### src/rtl/fpu_bf16_pkg.sv
// rtl/fpu_bf16_pkg.sv - shared opcodes, flag indices and FSM state for the bf16 FPU arbiter
package fpu_bf16_pkg;

  localparam logic [4:0] FADD   = 5'd0;
  localparam logic [4:0] FSUB   = 5'd1;
  localparam logic [4:0] FMUL   = 5'd2;
  localparam logic [4:0] FMIN   = 5'd3;
  localparam logic [4:0] FMAX   = 5'd4;
  localparam logic [4:0] FEQ    = 5'd5;
  localparam logic [4:0] FLT    = 5'd6;
  localparam logic [4:0] FLE    = 5'd7;
  localparam logic [4:0] FCLASS = 5'd8;
  localparam logic [4:0] FSGNJ  = 5'd9;
  localparam logic [4:0] I2F    = 5'd10;
  localparam logic [4:0] F2I    = 5'd11;
  localparam logic [4:0] FMV    = 5'd12;

  localparam int FLAG_NV = 4;
  localparam int FLAG_DZ = 3;
  localparam int FLAG_OF = 2;
  localparam int FLAG_UF = 1;
  localparam int FLAG_NX = 0;

  typedef enum logic [1:0] {
    IDLE  = 2'd0,
    ISSUE = 2'd1,
    WAIT  = 2'd2,
    RESP  = 2'd3
  } state_t;

endpackage

### src/rtl/rr_arb2.sv
// rtl/rr_arb2.sv - two-way round-robin grant; on a tie the requester not served last wins
module rr_arb2 (
  input  logic valid0,
  input  logic valid1,
  input  logic last_owner,
  output logic grant0,
  output logic grant1
);

  assign grant0 = valid0 & (~valid1 | last_owner);
  assign grant1 = valid1 & (~valid0 | ~last_owner);

endmodule

### src/rtl/fpu_bf16_arbiter.sv
// rtl/fpu_bf16_arbiter.sv - shares one bf16 FPU between the core port (r0) and the test port (r1)
module fpu_bf16_arbiter #(
  parameter int DATA_W  = 16,
  parameter int OP_W    = 5,
  parameter int FLAG_W  = 5,
  parameter int TIMEOUT = 64
) (
  input  logic              wb_clk_i,
  input  logic              wb_rst_i,
  input  logic              r0_req_valid,
  output logic              r0_req_ready,
  input  logic [OP_W-1:0]   r0_op,
  input  logic [DATA_W-1:0] r0_a,
  input  logic [DATA_W-1:0] r0_b,
  output logic              r0_rsp_valid,
  input  logic              r0_rsp_ready,
  output logic [DATA_W-1:0] r0_rsp_data,
  output logic [FLAG_W-1:0] r0_rsp_flags,
  output logic              r0_rsp_err,
  input  logic              r1_req_valid,
  output logic              r1_req_ready,
  input  logic [OP_W-1:0]   r1_op,
  input  logic [DATA_W-1:0] r1_a,
  input  logic [DATA_W-1:0] r1_b,
  output logic              r1_rsp_valid,
  input  logic              r1_rsp_ready,
  output logic [DATA_W-1:0] r1_rsp_data,
  output logic [FLAG_W-1:0] r1_rsp_flags,
  output logic              r1_rsp_err,
  output logic              fpu_start_o,
  output logic [OP_W-1:0]   fpu_op_o,
  output logic [DATA_W-1:0] fpu_a_o,
  output logic [DATA_W-1:0] fpu_b_o,
  input  logic              fpu_done_i,
  input  logic [DATA_W-1:0] fpu_result_i,
  input  logic [FLAG_W-1:0] fpu_flags_i,
  output logic              busy_o,
  output logic [DATA_W-1:0] last_result_o,
  output logic              last_owner_o
);

  import fpu_bf16_pkg::*;

  localparam int TW = (TIMEOUT > 2) ? $clog2(TIMEOUT) : 1;
  localparam logic [TW-1:0] TIMER_LAST = TW'(TIMEOUT - 1);

  state_t            state;
  logic [TW-1:0]     timer;
  logic              owner_q;
  logic [OP_W-1:0]   op_q;
  logic [DATA_W-1:0] a_q;
  logic [DATA_W-1:0] b_q;
  logic              rsp_valid_q;
  logic [DATA_W-1:0] rsp_data_q;
  logic [FLAG_W-1:0] rsp_flags_q;
  logic              rsp_err_q;

  logic grant0;
  logic grant1;
  logic idle;
  logic rsp_ready_sel;

  rr_arb2 u_arb (
    .valid0     (r0_req_valid),
    .valid1     (r1_req_valid),
    .last_owner (last_owner_o),
    .grant0     (grant0),
    .grant1     (grant1)
  );

  assign idle         = (state == IDLE);
  assign r0_req_ready = idle & grant0;
  assign r1_req_ready = idle & grant1;
  assign busy_o       = ~idle;

  assign fpu_op_o = op_q;
  assign fpu_a_o  = a_q;
  assign fpu_b_o  = b_q;

  // Response fields are only presented to the requester that owns the operation.
  assign r0_rsp_valid = rsp_valid_q & ~owner_q;
  assign r1_rsp_valid = rsp_valid_q & owner_q;
  assign r0_rsp_data  = owner_q ? '0 : rsp_data_q;
  assign r1_rsp_data  = owner_q ? rsp_data_q : '0;
  assign r0_rsp_flags = owner_q ? '0 : rsp_flags_q;
  assign r1_rsp_flags = owner_q ? rsp_flags_q : '0;
  assign r0_rsp_err   = rsp_err_q & ~owner_q;
  assign r1_rsp_err   = rsp_err_q & owner_q;
  assign rsp_ready_sel = owner_q ? r1_rsp_ready : r0_rsp_ready;

  always_ff @(posedge wb_clk_i) begin
    if (wb_rst_i) begin
      state         <= IDLE;
      timer         <= '0;
      owner_q       <= 1'b0;
      op_q          <= '0;
      a_q           <= '0;
      b_q           <= '0;
      rsp_valid_q   <= 1'b0;
      rsp_data_q    <= '0;
      rsp_flags_q   <= '0;
      rsp_err_q     <= 1'b0;
      fpu_start_o   <= 1'b0;
      last_result_o <= '0;
      last_owner_o  <= 1'b1;
    end else begin
      case (state)
        IDLE: begin
          if (grant0 | grant1) begin
            owner_q      <= grant1;
            last_owner_o <= grant1;
            op_q         <= grant1 ? r1_op : r0_op;
            a_q          <= grant1 ? r1_a : r0_a;
            b_q          <= grant1 ? r1_b : r0_b;
            fpu_start_o  <= 1'b1;
            state        <= ISSUE;
          end
        end
        ISSUE: begin
          fpu_start_o <= 1'b0;
          timer       <= '0;
          state       <= WAIT;
        end
        WAIT: begin
          // A completion on the last timer cycle still counts as success.
          if (fpu_done_i) begin
            rsp_data_q    <= fpu_result_i;
            rsp_flags_q   <= fpu_flags_i;
            rsp_err_q     <= 1'b0;
            last_result_o <= fpu_result_i;
            rsp_valid_q   <= 1'b1;
            state         <= RESP;
          end else if (timer == TIMER_LAST) begin
            rsp_data_q  <= '0;
            rsp_flags_q <= '0;
            rsp_err_q   <= 1'b1;
            rsp_valid_q <= 1'b1;
            state       <= RESP;
          end else begin
            timer <= timer + TW'(1);
          end
        end
        RESP: begin
          if (rsp_ready_sel) begin
            rsp_valid_q <= 1'b0;
            state       <= IDLE;
          end
        end
        default: state <= IDLE;
      endcase
    end
  end

endmodule
### config.mk
export PLATFORM = sky130hd
export DESIGN_NAME = fpu_bf16_arbiter
export DESIGN_NICKNAME = d
export VERILOG_FILES = /design/src/rtl/fpu_bf16_pkg.sv /design/src/rtl/rr_arb2.sv /design/src/rtl/fpu_bf16_arbiter.sv
export SDC_FILE = /design/constraint.sdc
export NUM_CORES = 1
export LEC_CHECK = 0
export ABC_AREA = 1
export ABC_CLOCK_PERIOD_IN_PS = 2200
export BUFFER_PORTS_ARGS = -buffer_cell sky130_fd_sc_hd__buf_4
export CORE_ASPECT_RATIO = 0.6
export CORE_UTILIZATION = 45
export DETAILED_ROUTE_END_ITERATION = 16
export PLACE_DENSITY = 0.8
export SLEW_MARGIN = 30
export SYNTH_ARGS = -nofsm -noshare
export SYNTH_HDL_FRONTEND = slang
export SYNTH_HIERARCHICAL = 1
export SYNTH_SLANG_ARGS = --single-unit
### constraint.sdc
create_clock -name wb_clk_i -period 2.2 [get_ports wb_clk_i]
set_clock_uncertainty 0.15 [all_clocks]
set_input_delay 0.44 -clock wb_clk_i [delete_from_list [all_inputs] [get_ports wb_clk_i]]
set_output_delay 0.44 -clock wb_clk_i [all_outputs]
set_load 0.02 [all_outputs]
[Word level (Yosys, flattened, before mapping)]
Cells that the tools add are included.
Widths: inputs -> output; s select.
Storage, ports and cells
  register bits: 87
  input port bits: 102
  word-level logic and storage cells: 78
Operators by class
  add/sub/neg operators: 1
  eq/ne operators: 9
  multiplexer cells: 27
  bitwise operators: 16
  reduce and logical (&&, ||, !) cells: 12
Operator list (count)
  $mux 16: 6
  $mux 5: 5
  $mux 6: 2
  $pmux 6 s2: 1
  $reduce_and 3->1: 3
  $and 1x1->1: 8
  $mux 2: 4
  $pmux 2 s4: 1
  $reduce_and 2->1: 4
  $reduce_bool 2->1: 4
  $add 6x1->6 const B: 1
  $eq 6x6->1 const B: 1
  $mux 1: 6
  $ne 2x2->1 const B: 3
  $not 1->1: 5
  $eq 2x2->1 const B: 2
  $pmux 1 s2: 2
  $ne 3x3->1 const B: 1
  $or 1x1->1: 3
  $eq 2x1->1 const B: 1
  $logic_not 2->1: 1
  $ne 2x1->1 const B: 1

[Depth between registers and ports, before layout]
Gate-level depths: netlist of the first run.
  depth in word-level cells: 6
  mapped depth: 8

[Hierarchy]
Netlist of the first run, hierarchy kept.
By module, submodules not included
  fpu_bf16_arbiter: times used 1, cells an instance 541, area an instance 3842.4 um^2, seq. area each 1741.7 um^2
  rr_arb2: times used 1, cells an instance 4, area an instance 27.5 um^2, seq. area each 0.0 um^2

[Worst setup path before layout of the first run]
No wires, ideal clock.
  kind: reg-to-output
  from: register owner_q
  to: output port r0_rsp_data[0]
  data arrival time: 1.061 ns
  data required time: 1.610 ns
  path slack: 0.549 ns
  stages on the path, launching flop included: 4
  path through: dfxtp_1 -> clkbuf_1 -> buf_1 -> nor2_1
On the way
  longest elaborated chain between the ends: 1
RTL lines
  start: declaration: line fpu_bf16_arbiter.sv:49  | logic owner_q;
  start signal: assignment: line fpu_bf16_arbiter.sv:110  | owner_q <= grant1;
  $mux 16: line fpu_bf16_arbiter.sv:83  | assign r0_rsp_data = owner_q ? '0 : rsp_data_q;
  end: declaration: line fpu_bf16_arbiter.sv:17  | output logic [DATA_W-1:0] r0_rsp_data,
Every way passes these cells.

[Final worst setup path of the first run]
  from: register state[0]
  to: output port r0_req_ready
On the way
  longest elaborated chain between the ends: 2
RTL lines
  start: declaration: line fpu_bf16_arbiter.sv:47  | state_t state;
  start signal: assignment: line fpu_bf16_arbiter.sv:93  | state <= IDLE;
  start signal: assignment: line fpu_bf16_arbiter.sv:116  | state <= ISSUE;
  start signal: assignment: line fpu_bf16_arbiter.sv:122  | state <= WAIT;
  $logic_not 2->1: line fpu_bf16_arbiter.sv:71  | assign idle = (state == IDLE);
  $and 1x1->1: line fpu_bf16_arbiter.sv:72  | assign r0_req_ready = idle & grant0;
  end: declaration: line fpu_bf16_arbiter.sv:11  | output logic r0_req_ready,
Every way passes these cells.

==> flow_summary_export.csv, run 1 <==
group,metric,value,unit
detailed_routing,first_iter_violations,276,
detailed_routing,first_pass_iters,5,
floorplanning,die_height,73.8,um
synth,synthCells,545,
finish,flow.area_growth_from_synthesis,50.1,%
pwr,power.ir.vdd_worst,0.000590,V
worst_setup_path,timing.critical_path.mode_cell,"sky130_fd_sc_hd__inv_1",
run_status,status,"finished clean",
floorplanning,pin_count,206,
synth,synth.distinct_cells,25,
sta,finalSetupViolations,0,
cts,tritoncts,"built",
synth,synth_edf_count,0,
global_route,first_global_vias,3968,
global_route,grt_antenna_before_repair,0,
synth,synth_seq_area_share,45.0,%
finish,post_route_cells_drive_above_1_share,33.2,%
cts,cts.sinks,87,
finish,number_of_fillers_in_the_final_layout,670,
sta,timing.slew.headroom,57.8,%
synth,post_synth_main_area_contributors,"sky130_fd_sc_hd__dfxtp_1 (45%), sky130_fd_sc_hd__nand2_1 (16%), sky130_fd_sc_hd__inv_1 (6.2%)",
global_route,grt_first_pass_wirelength,18900,um
synth,synth_top_flop_cell,"sky130_fd_sc_hd__dfxtp_1",
synth,postSynthRegisterBits,87,
floorplanning,die_width,122,um
floorplanning,die_area,8990,um^2
detailed_routing,wl_per_cell,14.0,um
finish,fin_util,71.7,%
global_route,total_global_route_track_usage,27.2,%
cts,cts.root.buffer_cell,"sky130_fd_sc_hd__clkbuf_16",
synth,synth.top_cells.by_count,"sky130_fd_sc_hd__nand2_1 (168), sky130_fd_sc_hd__dfxtp_1 (87), sky130_fd_sc_hd__inv_1 (64), sky130_fd_sc_hd__o21ai_0 (39), sky130_fd_sc_hd__a31oi_1 (37)",
floorplanning,initial_cell_density_of_the_core,47.8,%
synth,synthDominantCellAreaShare,45.0,%
worst_setup_path,worst_r2r_startpoint,"state[0]$_SDFFE_PP0P_",
placement,io_buffers,205,
global_route,grt_max_degree,53,
sta,timing.final.crit_share,92.1,%
worst_setup_path,cp-startpoint,"state[0]$_SDFFE_PP0P_",
floorplanning,floorplan.core_area,8100,um^2
worst_setup_path,worst-endpoint-arrival,1.44,ns
sta,drv_slew,0,
sta,totalNegativeSetupSlack,0,ns
cts,clk_pin_slew,0.06,ns
pwr,pwr_density_cell,1060,nW/um^2
sta,grt_setup_unrepaired,"no",
worst_setup_path,path_class,"reg -> out",
worst_setup_path,critical_path_cell_sequence,"inv_1 -> ha_1 -> nand2_1 -> inv_1 -> buf_4",
placement,placed_cell_area,5480,um^2
synth,most_repeated_cell_in_the_gate_level_netlist_after_synthesis,"sky130_fd_sc_hd__nand2_1",
detailed_routing,route.vias.total,4311,
hold_path,classification_of_the_worst_slack_hold_path,"in -> reg",
detailed_routing,route.detailed.vias_per_inst,5.05,
worst_setup_path,cpMaxStageDelayCell,"sky130_fd_sc_hd__dfxtp_1",
synth,synthesis.nets,653,
detailed_routing,post-route-drc-count,0,
worst_setup_path,number_of_buffer_and_inverter_stages_on_the_critical_path,3,
synth,asyncSetResetFlopFracSynth,0,%
worst_setup_path,timing.critical_path.slowest_cell_delay,0.36,ns
cts,number_of_buffers_inserted_during_clock_tree_synthesis,9,
sta,timing_hold_violations_final,0,
cts,ctsLongestPathBuffers,2,
pwr,p_leak,3.04,nW
global_route,grt.overflow.total,0,
synth,synth_largest_area_cell,"sky130_fd_sc_hd__dfxtp_1",
cts,cts_setup_buffers,0,
placement,dpl.hpwl,8860,um
finish,final_net_count,848,
finish,antenna_cells,0,
sta,tightestPinTransition,0.632,ns
cts,worst_skew_pair.late_latency,0.33,ns
cts,resized_gates_after_cts,0,
worst_setup_path,timing.critical_path.required,1.61,ns
floorplanning,rows,25,
worst_setup_path,r2r_slack,0.44,ns
job,drv.max_cap_violation_count,0,
worst_setup_path,timing.critical_path.max_delay_family,"flip-flops",
sta,max_freq,493,MHz
placement,routability_driven_placement_congestion_ratio,0.835,
worst_setup_path,endpoint_kind,"output port",
worst_setup_path,critical_path_peak_fanout,4,
synth,warnings_synthesis,6,
pwr,totalPowerFinal,6.18,mW
placement,dp_worst_setup_slack,0.270,ns
worst_setup_path,start_kind,"flop",
cts,hold_buffers,0,
synth,postSynthAreaPerCell,7.10,um^2
sta,fin_ws,0.173,ns
cts,cts_htree_levels,3,
detailed_routing,final_antenna_net_count,0,
detailed_routing,post_route_wl,11900,um
sta,minimum_clock_period,2.03,ns
synth,syn_area,3870,um^2
finish,design_area,5810,um^2
hold_path,timing.hold.worst.start,"fpu_result_i[5]",
## cell type report
class	instances	area (um^2)	area share, %
Sequential cell	87	1740	30.0
Multi-Input combinational cell	361	1730	29.7
Timing Repair Buffer	215	1630	28.0
Inverter	66	248	4.26
Clock buffer	10	239	4.11
Tap cell	108	135	2.33
Clock inverter	6	91.3	1.57
## state kept, by name, summed over array words and instances, names as in the netlist
signal	count
timer	6
rsp_valid_q	1
fpu_start_o	1
rsp_flags_q	5
state	2
last_result_o	16
last_owner_o	1
fpu_b_o	16
rsp_data_q	16
rsp_err_q	1
fpu_a_o	16
fpu_op_o	5
owner_q	1
## power by group
part / switching, mW / internal (mW) / total, mW
Combinational: 1.42 / 0.931 / 2.35
Clock: 0.630 / 1.03 / 1.66
Sequential: 0.222 / 1.95 / 2.17
Total: 2.27 / 3.91 / 6.18
## cells in the final DEF, fill, tap and decap left out, types with 4 or more instances in the layout
master	n
sky130_fd_sc_hd__clkbuf_16	9
sky130_fd_sc_hd__a31oi_1	37
sky130_fd_sc_hd__o21ai_1	19
sky130_fd_sc_hd__dfxtp_1	87
sky130_fd_sc_hd__nand3_1	31
sky130_fd_sc_hd__inv_1	63
sky130_fd_sc_hd__nor2_1	31
sky130_fd_sc_hd__nand2_1	167
sky130_fd_sc_hd__buf_4	214
sky130_fd_sc_hd__nand2_2	4
sky130_fd_sc_hd__a21oi_1	14
sky130_fd_sc_hd__ha_1	6
sky130_fd_sc_hd__o21ai_0	39
## path summary, 6_finish.rpt
kind | cells past startpoint | end
worst max-delay path | 5 | r0_req_ready
worst min-delay path | 3 | last_result_o[5]$_SDFFE_PP0N_
worst max register to register | 7 | fpu_b_o[5]$_SDFFE_PP0P_
worst min register to register | 2 | last_result_o[6]$_SDFFE_PP0N_
## worst min-delay path: cells and delay by family
kind	cells	cell delay, ns
buf+inv	1	0.08
simple gates	2	0.15
## layer usage
metal	global-route usage, %	part of all wire [%]
met1	34.8	44
met2	45.3	48
met3	6.75	6.1
met4	9.05	1.5
met5	0	0
## cell families after synthesis
| logic type | synth area share (%) |
|---|---|
| AO/OA/AOI/OAI | 16.5 |
| adder cells (fa/ha/maj) | 1.94 |
| buffers and inverters | 10.4 |
| flip-flops | 45.0 |
| AND/OR/NAND/NOR | 26.2 |
## through the flow
stage | cells | hold WS [ns]
global placement | 837 | 0.281
detailed placement | 837 | 0.288
global route | 853 | 0.219
floorplan | 545 | 0.300
finish | 853 | 0.214
CTS | 853 | 0.203
Power figures use the tool's default switching activity.
==> run 2: changes to the inputs <==
ABC_CLOCK_PERIOD_IN_PS = 2000   (was 2200)
TNS_END_PERCENT = 20   (was default)
clock period = 2 ns   (was 2.2 ns; I/O delays follow)
==> run 2 against run 1 <==
  * Routed wire length is 1.6% higher
  * Sequential share of layout area shrank 0.16 points
  * Clock power increased by 11%
  * Sequential power increased by 11%
  * Core utilization grew 0.39 points
  * Clock-buffer cell count unchanged
  * Die area stayed put
  * Combinational power grew 10%
  * Final cell count unchanged
  * Register-to-register slack lost 0.28 ns
  * Critical path type unchanged
==> flow_summary_export.csv, run 2 (synthesis results as in run 1) <==
group,metric,value,unit
run_status,status,"finished clean",
worst_setup_path,path_class,"reg -> out",
worst_setup_path,timing.critical_path.slowest_cell_delay,0.38,ns
hold_path,classification_of_the_worst_slack_hold_path,"in -> reg",
finish,post_route_cells_drive_above_1_share,33.7,%
detailed_routing,post_route_wl,12100,um
cts,clk_pin_slew,0.07,ns
worst_setup_path,timing.critical_path.mode_cell,"sky130_fd_sc_hd__inv_1",
floorplanning,die_area,8990,um^2
worst_setup_path,reg2reg_to,"rsp_data_q[11]$_SDFFE_PP0P_",
placement,dp.cells,837,
worst_setup_path,reg2reg_depth,7,
worst_setup_path,worst_r2r_startpoint,"state[0]$_SDFFE_PP0P_",
placement,io_buffers,205,
detailed_routing,route.vias.total,4259,
detailed_routing,final_antenna_net_count,0,
cts,hold_buffers,0,
finish,antenna_cells,0,
global_route,grt_max_degree,76,
pwr,p_leak,3.04,nW
worst_setup_path,worst-endpoint-arrival,1.35,ns
hold_path,timing.hold.worst_endpoint,"last_result_o[15]$_SDFFE_PP0N_",
sta,finalSetupViolations,0,
cts,cts_setup_buffers,0,
cts,tritoncts,"built",
sta,grt_setup_unrepaired,"yes",
worst_setup_path,start_kind,"flop",
job,drv.max_cap_violation_count,0,
global_route,grt_antenna_before_repair,0,
floorplanning,pin_count,206,
cts,number_of_buffers_inserted_during_clock_tree_synthesis,9,
global_route,grt.overflow.total,0,
cts,cts.root.buffer_cell,"sky130_fd_sc_hd__clkbuf_16",
finish,layout.cells.most_common,"sky130_fd_sc_hd__buf_4",
cts,cts_htree_levels,3,
cts,ctsLongestPathBuffers,2,
sta,timing.slew.headroom,58.6,%
worst_setup_path,timing.critical_path.required,1.45,ns
sta,timing.final.crit_share,94.9,%
worst_setup_path,critical_path_cell_sequence,"inv_1 -> ha_4 -> nand2_2 -> inv_1 -> buf_4",
floorplanning,rows,25,
hold_path,cells_on_worst_hold_path,3,
global_route,total_global_route_track_usage,27.4,%
sta,drv_slew,0,
sta,max_freq,527,MHz
floorplanning,floorplan.core_area,8100,um^2
pwr,pwr_density_cell,1170,nW/um^2
detailed_routing,post-route-drc-count,0,
placement,dpl.hpwl,8990,um
global_route,grt_first_pass_wirelength,19100,um
detailed_routing,route.detailed.vias_per_inst,4.99,
finish,number_of_fillers_in_the_final_layout,659,
detailed_routing,first_iter_violations,292,
cts,worst_skew_pair.late_latency,0.34,ns
worst_setup_path,endpoint_kind,"output port",
sta,tightestPinTransition,0.620,ns
finish,final_std_cells_w_o_fill,853,
sta,timing_hold_violations_final,0,
worst_setup_path,r2r_slack,0.16,ns
hold_path,timing.hold.worst.start,"fpu_result_i[15]",
worst_setup_path,critical_path_peak_fanout,4,
floorplanning,initial_cell_density_of_the_core,47.8,%
sta,minimum_clock_period,1.90,ns
detailed_routing,wl_per_cell,14.2,um
finish,mostFrequentLayoutCells,"sky130_fd_sc_hd__buf_4 (213), sky130_fd_sc_hd__nand2_1 (165), sky130_fd_sc_hd__dfxtp_1 (87)",
detailed_routing,first_pass_iters,5,
floorplanning,die_width,122,um
worst_setup_path,cpMaxStageDelayCell,"sky130_fd_sc_hd__dfxtp_1",
pwr,power.ir.vdd_worst,0.000621,V
sta,totalNegativeSetupSlack,0,ns
global_route,first_global_vias,4093,
placement,routability_driven_placement_congestion_ratio,0.866,
cts,cts.sinks,87,
floorplanning,die_height,73.8,um
finish,flow.area_growth_from_synthesis,50.9,%
finish,final_net_count,848,
pwr,totalPowerFinal,6.84,mW
-- run 2: cell count changes in the layout (fill, tap and decap cells not counted), moves of 2 or more --
cell,change
sky130_fd_sc_hd__clkinv_4,-2
sky130_fd_sc_hd__nand2_1,-2
sky130_fd_sc_hd__ha_1,-2
sky130_fd_sc_hd__nand2_2,+2
-- run 2: metrics by stage --
stage / hold slack, ns / area [um^2] / setup WS (ns) / utilization, %
after floorplan: 0.300 / 3870 / 0.389 / -
after global placement: 0.282 / 5490 / 0.215 / 67.8
after detailed placement: 0.283 / 5490 / 0.147 / 67.8
after CTS: 0.148 / 5830 / 0.0217 / 71.9
after global routing: 0.147 / 5840 / 0.00147 / 72.1
final: 0.151 / 5840 / 0.103 / 72.1
-- run 2: cell type report --
type	count	area, um^2	share of cell area, %
inverter	66	248	4.24
multi-input combinational	361	1750	29.9
clock inverter	6	90.1	1.54
sequential	87	1740	29.8
tap	108	135	2.31
timing repair buffer	215	1640	28.1
clock buffer	10	239	4.09
-- run 2: power breakdown --
part           switching, mW  leakage, nW  internal, mW  total [mW]
registers              0.253        0.713          2.14        2.40
clock network          0.708        0.159          1.13        1.84
logic                   1.56         2.17          1.04        2.59
total                   2.52         3.04          4.32        6.84
-- run 2: worst max path at each step --
stage / endpoint / start
detailed placement: rsp_flags_q[4]$_SDFFE_PP0P_ / state[0]$_SDFFE_PP0P_
global placement: rsp_data_q[13]$_SDFFE_PP0P_ / state[0]$_SDFFE_PP0P_
floorplan: r0_rsp_data[0] / owner_q$_SDFFE_PP0P_
finish: r0_req_ready / state[0]$_SDFFE_PP0P_
CTS: r0_req_ready / state[0]$_SDFFE_PP0P_
global route: rsp_flags_q[4]$_SDFFE_PP0P_ / state[0]$_SDFFE_PP0P_
-- run 2: critical path, delay by kind of cell, from the launching register on --
family | cells | cell delay [ns]
adders and majority gates | 1 | 0.20
and+or+nand+nor | 1 | 0.09
buffers and inverters | 3 | 0.33
DFF | 1 | 0.38
-- run 2: repair_timing --
action,4_1_cts,5_1_grt
resized for setup,2,3
endpoints found under the setup margin,1,30
hold endpoints to repair,0,0
pin swaps,0,0
-- run 2: routing by layer --
metal | GRT usage, % | vias to the layer above | part of all wire [%]
met3 | 8.00 | 22 | 6.3
met1 | 33.0 | 1960 | 43
met4 | 10.2 | 0 | 1.8
met2 | 46.7 | 140 | 49
li1 | - | 2137 | -
met5 | 0 | - | 0
